$ cat src/rtl/fact_ctrl.sv
// Moore controller for the iterative 32-bit factorial datapath.
// Sequences load, range check and the multiply loop, then reports Done or Error.
module fact_ctrl #(
  parameter int unsigned ITER_W = 5
) (
  input  logic              CLK,
  input  logic              RST,
  input  logic              Go,
  input  logic              GT12,
  input  logic              GT1,
  output logic              Ld_CNT,
  output logic              EN,
  output logic              Sel,
  output logic              LdR,
  output logic              OE,
  output logic              Done,
  output logic              Error,
  output logic [ITER_W-1:0] ITER,
  output logic [2:0]        STATE
);

  typedef enum logic [2:0] {
    StIdle  = 3'd0,
    StLoad  = 3'd1,
    StCheck = 3'd2,
    StMult  = 3'd3,
    StDone  = 3'd4,
    StErr   = 3'd5
  } state_e;

  // Plain vector so the unused codes 6 and 7 remain representable.
  logic [2:0]        state_q, state_d;
  logic [ITER_W-1:0] iter_q, iter_d;

  always_comb begin
    state_d = StIdle;
    iter_d  = iter_q;
    case (state_q)
      StIdle:  state_d = Go ? StLoad : StIdle;
      StLoad: begin
        state_d = StCheck;
        iter_d  = '0;
      end
      StCheck: begin
        if (GT12)     state_d = StErr;
        else if (GT1) state_d = StMult;
        else          state_d = StDone;
      end
      StMult: begin
        state_d = StCheck;
        if (iter_q != '1) iter_d = iter_q + ITER_W'(1);
      end
      StDone:  state_d = Go ? StDone : StIdle;
      StErr:   state_d = Go ? StErr : StIdle;
      default: state_d = StIdle;
    endcase
  end

  always_ff @(posedge CLK or posedge RST) begin
    if (RST) begin
      state_q <= StIdle;
      iter_q  <= '0;
    end else begin
      state_q <= state_d;
      iter_q  <= iter_d;
    end
  end

  // Outputs depend on the state register only.
  always_comb begin
    Ld_CNT = 1'b0;
    EN     = 1'b0;
    Sel    = 1'b0;
    LdR    = 1'b0;
    OE     = 1'b0;
    Done   = 1'b0;
    Error  = 1'b0;
    case (state_q)
      StLoad: begin
        Ld_CNT = 1'b1;
        EN     = 1'b1;
        Sel    = 1'b1;
        LdR    = 1'b1;
      end
      StMult: begin
        EN  = 1'b1;
        LdR = 1'b1;
      end
      StDone: begin
        OE   = 1'b1;
        Done = 1'b1;
      end
      StErr:   Error = 1'b1;
      default: ;
    endcase
  end

  assign ITER  = iter_q;
  assign STATE = state_q;

endmodule

$ cat config.mk
export PLATFORM = sky130hd
export DESIGN_NAME = fact_ctrl
export DESIGN_NICKNAME = d
export VERILOG_FILES = /design/src/rtl/fact_ctrl.sv
export SDC_FILE = /design/constraint.sdc
export NUM_CORES = 1
export LEC_CHECK = 0
export CORE_AREA = 2 2 39 41
export DETAILED_ROUTE_END_ITERATION = 10
export DIE_AREA = 0 0 41 43
export GPL_TIMING_DRIVEN = 1
export PLACE_DENSITY = 0.67
export SLEW_MARGIN = 20
export SYNTH_ARGS = -nofsm -noshare
export SYNTH_HDL_FRONTEND = slang
export SYNTH_SLANG_ARGS = --single-unit
$ cat constraint.sdc
create_clock -name CLK -period 6.2 [get_ports CLK]
set_clock_uncertainty 0.2 [all_clocks]
set_input_delay 1.86 -clock CLK [delete_from_list [all_inputs] [get_ports CLK]]
set_output_delay 1.86 -clock CLK [all_outputs]
set_load 0.02 [all_outputs]
==> metrics.md <==
| Metric | Value |
|---|---|
| Max Freq | 259 MHz |
| Gr usage total | 14.6% |
| Synth top area share | 40.0% |
| Synth Warn # | 0 |
| DP Worst Slack | 2.58 ns |
| Final min period | 3.86 ns |
| CTS tree | done |
| CP Capture Point | Ld_CNT |
| Reg-to-reg endpoint | ITER[3]$_DFFE_PP0P_ |
| Setup TNS | 0 ns |
| Clk slew on worst S/H paths | 0.05 ns |
| Worst slew pin tran | 0.454 ns |
| Seq cells post-synth | 8 |
| Simple-gate share of the synthesized area | 31.3% |
| Min setup slack post-route | 2.34 ns |
| XOR/XNOR Fraction of Synth Area | 0% |
| HP Class | register to register |
| IO Pins | 20 |
| Layout cells sized above 1 | 6.94% |
| Initial antenna violation count | 0 |
| Crit path DAT | 1.80 ns |
| DR WL/cell | 10.8 um |
| Final Hold Viols | 0 |
| Ant. Diodes | 0 |
| Post-synthesis mux area share | 2.00% |
| CP Class | register to output pin |
| Slew Viols, Final | 0 |
| Hold_buf cts | 0 |
| Max_cap viols | 0 |
| CTS root buf | clkbuf_4 |
| Count leader, synth | dfrtp_1 |
| Worst-Skew Late Latency | 0.25 ns |
| Htree depth | 1 |
| Die Span X | 41 um |
| RSZ-0062 raised after global routing | no |
| Reg-to-reg critical path startpoint | ITER[0]$_DFFE_PP0P_ |
| Adder-cell share of the synthesized area | 5.00% |
| Wire length on met1 | 407 um |
| Gate count after technology mapping | 55 |
| Largest net degree at the start of global routing | 18 |
| Remaining antenna violation count after routing | 0 |
| Synth cell count leaders | dfrtp_1, nand3_1, nand2_1 |
| Post-Layout Cell Count | 88 |
| Inst Count DP | 85 |
| Synthesized Nets | 62 |
| Crit. End Element | output pin |
| Top cell type by total area after synthesis | dfrtp_1 |
| P_leak | 0.303 nW |
| Period utilization | 62.2% |
| Via/cell ratio | 4.99 |
| PortBufs | 19 |
| Routed wl met3 | 67 um |
| Critical Path RT | 4.14 ns |
| First-pass GRT wire length | 1750 um |
| DR pass1 iterations | 4 |
| R2R setup slack | 4.11 ns |
| CP Launch Point | STATE[2]$_DFF_PP0_ |
| DR vias | 439 |
| Starting Density | 36.2% |
| Status | completed |
| Vias in the first global route | 392 |
| Slew margin rel. | 69.7% |
| DIE AREA | 1760 sq um |
| Syn Std Cell Area | 500 sq um |
| Peak supply drop | 0.207 mV |
| Number of setup buffers added after CTS | 0 |
| Fin nets | 81 |
| R2R cell count | 6 |
| Cell variety after synth | 21 |
| PostCTS Resize Cnt | 0 |
| GP Congestion | 0.744 |
| Max layer used | met4 |
| Core area | 1380 sq um |
| PD cells | 457 nW/um^2 |
| Largest family of logic cells by synthesized area | simple AND/OR/NAND/NOR gates |
| DRT iter0 DRCs | 4 |
| Area Overhead vs Synth | 37.5% |
| Part of the Yosys area used for sequential elements | 40.0% |
| Final setup vio count | 0 |
| Clock sink total | 8 |
| Prevailing post-synth register cell | dfrtp_1 |
| Die Y | 43 um |
| GR Overflow Total | 0 |
| Number of synthesized flops with an enable pin | 0 |
| # DRC | 0 |
| Post-DP HPWL | 753 um |
| Avg Inst Size Synth | 9.10 sq um |
| DRT Wirelength | 951 um |
| FFs w/ async S/R, synth | 100% |
| Largest cells by area after synthesis | dfrtp_1, nand3_1, ha_1 |
| Compound-gate portion of the synthesized area | 9.75% |
| Std cell rows | 14 |
| CTS buffer count | 3 |
| Hold path depth | 1 |
| Wire length on met2 | 468 um |
| CP Launch Type | register |
| Clock Path Buffers | 2 |
| Max FO, Critical Path | 9 |
| Final Power | 314 uW |
worst min-delay path by stage:
| stage | start | end | slack [ns] |
|---|---|---|---|
| CTS | ITER[0]$_DFFE_PP0P_ | ITER[0]$_DFFE_PP0P_ | 0.34 |
| global route | ITER[0]$_DFFE_PP0P_ | ITER[0]$_DFFE_PP0P_ | 0.39 |
| global placement | ITER[0]$_DFFE_PP0P_ | ITER[0]$_DFFE_PP0P_ | 0.33 |
| detailed placement | ITER[0]$_DFFE_PP0P_ | ITER[0]$_DFFE_PP0P_ | 0.33 |
| floorplan | ITER[3]$_DFFE_PP0P_ | ITER[3]$_DFFE_PP0P_ | 0.42 |
| finish | ITER[0]$_DFFE_PP0P_ | ITER[0]$_DFFE_PP0P_ | 0.34 |
flip-flops by register name, summed over array words and instances (netlist names):
signal	count
ITER	5
STATE	3
per-layer routing:
metal	vias to the layer above	GRT usage [%]
met5	-	0
met4	0	6.00
met3	2	7.85
met2	12	20.3
met1	202	18.4
li1	223	-
report_power, final:
group          internal [mW]  switching (mW)
Combinational         0.0849          0.0895
Sequential            0.0691          0.0326
Clock                 0.0220          0.0163
worst max-delay path, stage by stage (launching register included):
cell and delay (ns):
dfrtp_1 0.45, nand2b_1 0.31, nor2_1 0.17, clkdlybuf4s50_1 0.62
layout by cell type (no fill, tap or decap), drive strengths merged, types with 2 or more instances in the layout:
master	instances
ha	2
nor2	3
dfrtp	8
clkdlybuf4s50	19
nand2	5
nand3	7
clkbuf	3
nor3b	2
nand4b	2
nand2b	4
inv	4
o21ai	4
layout make-up:
cell class | instances | area [sq um]
multi-input cells | 38 | 240
clock buffers | 3 | 22.5
fillers | 144 | 696
flip-flops and latches | 8 | 200
inverters | 4 | 15.0
repair buffers | 19 | 190
well taps | 16 | 20.0
kinds of logic (layout without fill, tap and decap cells):
kind of cell,after synthesis,in the layout
AND/OR/NAND/NOR,27,27
buffers and inverters,9,26
AO/OA/AOI/OAI,8,8
flip-flops,8,8
adder cells (fa/ha/maj),2,2
multiplexers,1,1
stage by stage:
stage,util (%),hold WS [ns],cell area [sq um]
after floorplan,-,0.419,500
after global placement,48.1,0.328,666
after detailed placement,48.1,0.334,666
after CTS,49.7,0.339,688
after global routing,49.7,0.389,688
final,49.7,0.342,688
(Power assumes the default switching activity.)
